--- src/rtl/video_stream_gen.sv ---
// Interlaced video source: reads a linear frame store and emits each frame as two
// fields with fixed front/back porch and inter-field gap timing.
module video_stream_gen #(
  parameter int H_ACTIVE   = 702,
  parameter int V_ACTIVE   = 288,
  parameter int PIX_DIV    = 8,
  parameter int LINE_FRONT = 1500,
  parameter int LINE_BACK  = 1884,
  parameter int FIELD_GAP  = 100000,
  parameter int MEM_AW     = 19
) (
  input  logic              clk,
  input  logic              rst,
  input  logic              enable,
  output logic              mem_rd,
  output logic [MEM_AW-1:0] mem_addr,
  input  logic [7:0]        mem_data,
  output logic              video_frame_valid,
  output logic              video_line_valid,
  output logic              video_data_valid,
  output logic [7:0]        video_data_out,
  output logic [19:0]       video_address,
  output logic              frame_done
);
  localparam int SW = (PIX_DIV > 1) ? $clog2(PIX_DIV) : 1;

  typedef enum logic [2:0] {S_IDLE, S_FRONT, S_ACTIVE, S_BACK, S_GAP} state_t;

  state_t            r_state, w_nxt;
  logic [31:0]       r_cnt;
  logic [SW-1:0]     r_slot;
  logic [9:0]        r_col;
  logic [8:0]        r_row;
  logic              r_field;
  logic [MEM_AW-1:0] r_linear;
  logic [7:0]        r_data;
  logic [19:0]       r_addr;
  logic              r_dv, r_done;

  logic w_front_end, w_back_end, w_gap_end, w_slot_end, w_line_end, w_row_last, w_capture;

  assign w_front_end = (r_state == S_FRONT) && (r_cnt == 32'(LINE_FRONT - 1));
  assign w_back_end  = (r_state == S_BACK)  && (r_cnt == 32'(LINE_BACK - 1));
  assign w_gap_end   = (r_state == S_GAP)   && (r_cnt == 32'(FIELD_GAP - 1));
  assign w_slot_end  = (r_state == S_ACTIVE) && (r_slot == SW'(PIX_DIV - 1));
  assign w_line_end  = w_slot_end && (r_col == 10'(H_ACTIVE - 1));
  assign w_row_last  = (r_row == 9'(V_ACTIVE - 1));
  // Read data is on the bus during slot cycle 1; registering it here presents it in cycle 2.
  assign w_capture   = (r_state == S_ACTIVE) && (r_slot == SW'(1));

  always_ff @(posedge clk or posedge rst) begin
    if (rst) r_state <= S_IDLE;
    else     r_state <= w_nxt;
  end

  always_comb begin
    w_nxt = r_state;
    case (r_state)
      S_IDLE:   if (enable)      w_nxt = S_FRONT;
      S_FRONT:  if (w_front_end) w_nxt = S_ACTIVE;
      S_ACTIVE: if (w_line_end)  w_nxt = S_BACK;
      S_BACK:   if (w_back_end)  w_nxt = w_row_last ? S_GAP : S_FRONT;
      S_GAP:    if (w_gap_end)   w_nxt = (!r_field || enable) ? S_FRONT : S_IDLE;
      default:                   w_nxt = S_IDLE;
    endcase
  end

  always_ff @(posedge clk or posedge rst) begin
    if (rst) begin
      r_cnt    <= '0;
      r_slot   <= '0;
      r_col    <= '0;
      r_row    <= '0;
      r_field  <= 1'b0;
      r_linear <= '0;
      r_data   <= '0;
      r_addr   <= '0;
      r_dv     <= 1'b0;
      r_done   <= 1'b0;
    end else begin
      if (r_state == S_IDLE || w_nxt != r_state) r_cnt <= '0;
      else                                       r_cnt <= r_cnt + 32'd1;

      if (r_state == S_ACTIVE) r_slot <= w_slot_end ? '0 : r_slot + 1'b1;
      else                     r_slot <= '0;

      if (r_state != S_ACTIVE) r_col <= '0;
      else if (w_slot_end)     r_col <= r_col + 10'd1;

      // Field 1 continues from where field 0 stopped; only a frame restart rewinds it.
      if (w_slot_end)                r_linear <= r_linear + 1'b1;
      else if (w_gap_end && r_field) r_linear <= '0;

      if (w_back_end && !w_row_last) r_row <= r_row + 9'd1;
      else if (w_gap_end)            r_row <= '0;

      if (w_gap_end) r_field <= ~r_field;

      r_dv <= w_capture;
      if (w_capture) begin
        r_data <= mem_data;
        r_addr <= {r_row, r_field, r_col};
      end else if (w_gap_end && r_field && !enable) begin
        r_data <= '0;
        r_addr <= '0;
      end

      r_done <= w_back_end && w_row_last && r_field;
    end
  end

  assign mem_rd            = (r_state == S_ACTIVE) && (r_slot == '0);
  assign mem_addr          = r_linear;
  assign video_frame_valid = (r_state == S_FRONT) || (r_state == S_ACTIVE) || (r_state == S_BACK);
  assign video_line_valid  = (r_state == S_ACTIVE);
  assign video_data_valid  = r_dv;
  assign video_data_out    = r_data;
  assign video_address     = r_addr;
  assign frame_done        = r_done;
endmodule

--- config.mk ---
export PLATFORM = sky130hd
export DESIGN_NAME = video_stream_gen
export DESIGN_NICKNAME = d
export VERILOG_FILES = /design/src/rtl/video_stream_gen.sv
export SDC_FILE = /design/constraint.sdc
export NUM_CORES = 1
export LEC_CHECK = 0
export BUFFER_PORTS_ARGS = -buffer_cell sky130_fd_sc_hd__buf_2
export CAP_MARGIN = 20
export CORE_ASPECT_RATIO = 1.25
export CORE_MARGIN = 8
export CORE_UTILIZATION = 59
export DETAILED_ROUTE_END_ITERATION = 10
export GPL_ROUTABILITY_DRIVEN = 0
export PLACE_DENSITY = 0.78
export SLEW_MARGIN = 20
export SYNTH_ARGS = -nofsm -noshare
export SYNTH_HDL_FRONTEND = slang
export SYNTH_SLANG_ARGS = --single-unit
--- constraint.sdc ---
create_clock -name clk -period 3.71 [get_ports clk]
set_input_delay 0.5565 -clock clk [delete_from_list [all_inputs] [get_ports clk]]
set_output_delay 0.5565 -clock clk [all_outputs]
set_load 0.02 [all_outputs]
* Yosys cells after proc, flatten, opt, wreduce, memory -nomap -nowiden
Index checks and enable logic that the tools add are counted.
Storage, ports and cells: bits in registers 107, bits in latches 0, RAM bits 0, ROM bits 0, input port bits 11, output and inout port bits 52, logic and storage cells 76, memories kept 0
Operators by class: add/subtract/negate cells 5, $mul 0, divide/modulo/power cells 0, $lt $le $gt $ge 0, equality and inequality tests 13, shift operators 0, muxes and demuxes 21, bitwise gates (word level) 1, reduce and logical (&&, ||, !) cells 25
Operator list (count):
- $eq A32 B11 Y1 const B | 2
- $mux W20 | 2
- $mux W19 | 2
- $add A32 B1 Y32 const B | 1
- $eq A32 B17 Y1 const B | 1
- $mux W32 | 1
- $mux W3 | 8
- $mux W10 | 2
- $add A19 B1 Y19 const B | 1
- $mux W9 | 2
- $mux W8 | 2
- $pmux W3 S5 | 1
- $logic_and A1 B1 Y1 | 12
- $add A10 B1 Y10 const B | 1
- $eq A10 B10 Y1 const B | 1
- $add A9 B1 Y9 const B | 1
- $eq A9 B9 Y1 const B | 1
- $reduce_bool A2 Y1 | 4
- $eq A3 B1 Y1 const B | 2
- $eq A3 B2 Y1 const B | 2
- $eq A3 B3 Y1 const B | 2
- $logic_not A3 Y1 | 2
- $logic_or A1 B1 Y1 | 4
- $add A3 B1 Y3 const B | 1
- other kinds (5) | 7

* Depth between registers and ports, before layout
depth in word-level cells 8, gate-level depth with buffers 10, gate-level depth less buffers 7

* Worst setup path after synthesis
No wires, ideal clock.
kind register -> register, start register r_cnt[0], end register r_row[3], setup time 0.121 ns, arrival 2.144 ns, data required time 3.589 ns, setup slack 1.445 ns, stages on the path, launching flop included 7, path buffers 0, period minus slack after synthesis 2.265 ns, path through dfrtp_1 -> ha_1 -> nor4bb_1 -> nand4_1 -> nor4_4 -> mux2_2 -> a22o_1
On the way: word-level cells in the longest chain between the ends 4, elaborated cells between the ends (all ways) 7, classes of those cells eq/ne: 2; mux: 1; reduce/logical: 4
RTL lines:
- from (decl) | RTL line 30 | logic [31:0] r_cnt;
- from (signal assigned) | RTL line 82 | else r_cnt <= r_cnt + 32'd1;
- $eq A32 B11 Y1 | RTL line 43 | assign w_back_end = (r_state == S_BACK) && (r_cnt == 32'(LINE_BACK - 1));
- $logic_and A1 B1 Y1 | RTL line 43
- $logic_and A1 B1 Y1 | RTL line 94 | if (w_back_end && !w_row_last) r_row <= r_row + 9'd1;
- $mux W9 / $reduce_bool A2 Y1 (equally long branches)
- to (signal assigned) | RTL line 94
- to (decl) | RTL line 33 | logic [8:0] r_row;
Parallel ways exist; a longest one is shown, timed or not. A chain may end at the register's enable or synchronous reset.

* Worst setup path after layout
start register r_cnt[11], end register r_cnt[24]
On the way: word-level cells in the longest chain between the ends 7, elaborated cells between the ends (all ways) 14, classes of those cells add/sub: 1; eq/ne: 4; mux: 5; reduce/logical: 4
RTL lines:
- $eq A32 B17 Y1 (tied with other cells) | RTL line 44 | assign w_gap_end = (r_state == S_GAP) && (r_cnt == 32'(FIELD_GAP - 1));
- $logic_and A1 B1 Y1 (on tied branches) | RTL line 44, 42, 43
- $mux W3 (on tied branches) | RTL line 63, 60, 62
- $pmux W3 S5 | RTL line 58 | case (r_state)
- $ne A3 B3 Y1 | RTL line 81 | if (r_state == S_IDLE || w_nxt != r_state) r_cnt <= '0;
- $logic_or A1 B1 Y1 | RTL line 81
- $mux W32 (*) | RTL line 81
Mark *: on every way between the ends. The rest lies on a longest branch, timed or not.

==> results_dict.tcl <==
set metrics [dict create \
    synthFlopType "dfrtp_1" \
    p_switching_uw 569.7 \
    tns_ns 0 \
    rows 39 \
    p_leak_nw 2.627 \
    cts_tree "built" \
    final_util_pct 67.80 \
    regArea_mm2 0.002678 \
    cts_root_buf "clkbuf_16" \
    critPathSlowestCell "nor4b_1" \
    clock.fmax_mhz 352.2 \
    synth_top_cells_by_count "dfrtp_1 (107), nor2_1 (57), nor4_1 (40)" \
    die_y_um 123.6 \
    worst_pin_slew_ns 0.8956 \
    clkPwrFrac_pct 38.9 \
    worst_setup_path_start_kind "register" \
    synth_area_mm2 0.005466 \
    finalPower_mw 2.283 \
    portBuffers 62 \
    cts-htree-levels 3 \
    setup_viol 0 \
    slew_headroom_pct 40.29 \
    start_util_pct 60.23 \
    grt_start_max_net_pins 82 \
    syn_avg_cell_area_um2 9.939 \
    drt_pass1_iterations 5 \
    cts.sinks 107 \
    syn_nets 570 \
    async_reset_ff_share_pct 100.0 \
    combPwrFrac_pct 7.3 \
    outcome "finished, final reports clean" \
    cts_setup_buffers 0 \
    grt_pass1_wl_mm 19.90 \
    nets 622 \
    num_vias 4346 \
    fp.coreArea_mm2 0.009076 \
    first_global_vias 4141 \
    grt_use_total_pct 19.42 \
    ctsHoldBuffers 0 \
    crit_required_ns 3.92 \
    dieArea_mm2 0.01262 \
    path_clk_slew_ns 0.07 \
    antenna_left 0 \
    ys_top_cells_by_area "dfrtp_1 (49%), mux2i_1 (5.3%), nor4_1 (4.6%)" \
    hold_class "in -> async" \
    clk_latency_ns 0.34 \
    area_growth_pct 12.57 \
    p_int_mw 1.714 \
    multi_input_area_mm2 0.002599 \
    max_stage_delay_ns 0.76 \
    cts_resized 0 \
    detail_route.wl_per_cell_um 16.13 \
    n_fill_cell 714 \
    netSwitchingFraction_pct 24.95 \
    yosysTopAreaCell "dfrtp_1" \
    drtIter0Drc 294 \
    synth_cell_types 53 \
    clock_skew_ns 0.009217 \
    die_w_um 102.1 \
    antenna_found_initial 0 \
    synth_top_area_share_pct 48.98 \
    syn_inst 550 \
    crit_path_cell_trace "nor4b_1 > and3_1 > nand3_1 > a2bb2oi_2 > buf_4 > nor4_1" \
    yosysWarningCount 0 \
    slew_viol_final 0 \
    period_share_pct 76.52 \
    num_io_pins 63 \
    overflow 0 \
    synth-seq-cells 107 \
    drt-total-wl_mm 11.77 \
    place_hpwl_mm 8.111 \
    end_kind "register" \
    diodes 0 \
    seq_power_share_pct 53.8 \
    route.detailed.drc 0 \
    path_max_fanout 18 \
    ys_seq_area_share_pct 48.98 \
    drv_cap 0 \
    vias_per_cell 5.953 \
    drive_gt1_share_pct 15.98 \
    vdd_ir_drop_max_uv 214.6 \
    cp.arrival_ns 3.05 \
    numCtsBuffers 9 \
    hold_viol_final 0 \
    yosysMostFrequentCell "dfrtp_1" \
    p_per_area_mw_per_mm2 371.1 \
    fin_crit_ns 2.839 \
    synth_edf_count 0 \
    rsz0062_at_grt "no" \
    critPathKind "reg -> reg" \
    cts_buffer_depth 2 \
]
[power by group through the flow]
| stage | Combinational, mW | Sequential [mW] | Clock (mW) |
|---|---|---|---|
| floorplan | 0.111 | 1.25 | 0 |
| global placement | 0.159 | 1.25 | 0 |
| detailed placement | 0.164 | 1.25 | 0 |
| CTS | 0.165 | 1.23 | 0.906 |
| global route | 0.185 | 1.23 | 0.956 |
| finish | 0.166 | 1.23 | 0.889 |
[path summary, 6_finish.rpt]
check | start | to | slack, ns | cells after the start
hold / removal | rst | r_cnt[22]$_DFF_PP0_ | 0.17 | 2
max in group asynchronous | rst | r_slot[0]$_DFF_PP0_ | 2.56 | 4
min in group clk | mem_data[5] | video_data_out[5]$_DFFE_PP0P_ | 0.46 | 3
setup / recovery | r_cnt[11]$_DFF_PP0_ | r_cnt[24]$_DFF_PP0_ | 0.87 | 6
setup reg to reg | r_cnt[11]$_DFF_PP0_ | r_cnt[24]$_DFF_PP0_ | 0.87 | 6
hold reg to reg | r_cnt[0]$_DFF_PP0_ | r_cnt[0]$_DFF_PP0_ | 0.48 | 1
[final cells by class]
class                      instances  share of cell area (%)
timing repair buffer              68                   6.100
multi-input combinational        398                   42.23
clock buffer                       9                   3.660
inverter                          18                   1.139
clock inverter                     7                  0.8540
sequential                       107                   43.51
tap                              123                   2.501
[layer usage]
layer  routed length, µm  GRT usage (%)  vias to the layer above
li1                    -              -                     2102
met3                 491          3.579                       13
met2                6021          33.29                       87
met1                5100          24.08                     2144
met4                 159          6.440                        0
met5                   0              0                        -
[state kept, by name (all words and copies together) (netlist names)]
| name | cells |
|---|---|
| r_col | 10 |
| r_cnt | 32 |
| r_slot | 3 |
| video_address | 20 |
| r_row | 9 |
| r_field | 1 |
| video_data_out | 8 |
| mem_addr | 19 |
| r_state | 3 |
| frame_done | 1 |
| video_data_valid | 1 |
[cell families after synthesis]
family / Yosys count / share of synthesized area [%]
AND/OR/NAND/NOR: 261 / 26.55
flip-flops: 107 / 48.98
AO/OA/AOI/OAI: 59 / 6.890
buffers and inverters: 45 / 3.753
XOR/XNOR: 39 / 6.249
multiplexers: 30 / 5.516
adder cells (fa/ha/maj): 9 / 2.060
[critical path: cells and delay by family (launching register included)]
family / cells / cell delay, ns
and+or+nand+nor: 4 / 1.36
DFF: 1 / 0.44
AOI/OAI and AO/OA: 1 / 0.55
buffers and inverters: 1 / 0.34
[cells in the final DEF (no fill, tap or decap), types with 17 or more instances in the layout]
master / synthesis / final
xnor2_1: 25 / 25
inv_1: 18 / 17
o21ai_0: 20 / 20
dfrtp_1: 107 / 107
nand2_1: 39 / 39
nor2_1: 57 / 57
mux2i_1: 29 / 29
nor4_1: 40 / 40
nand3_1: 39 / 39
buf_2: 7 / 62
[stage by stage]
stage                     hold WS, ns  area [µm²]  worst slack [ns]  cells
final                          0.1652        6153            0.8711    730
after global placement         0.4448        5848             1.062    713
after CTS                      0.4539        6126            0.9189    729
after global routing           0.1814        6153            0.6362    730
after detailed placement       0.4725        5848            0.9373    713
after floorplan                0.4359        5466            0.3363    550
No activity file was read; power rests on OpenSTA's default activity.
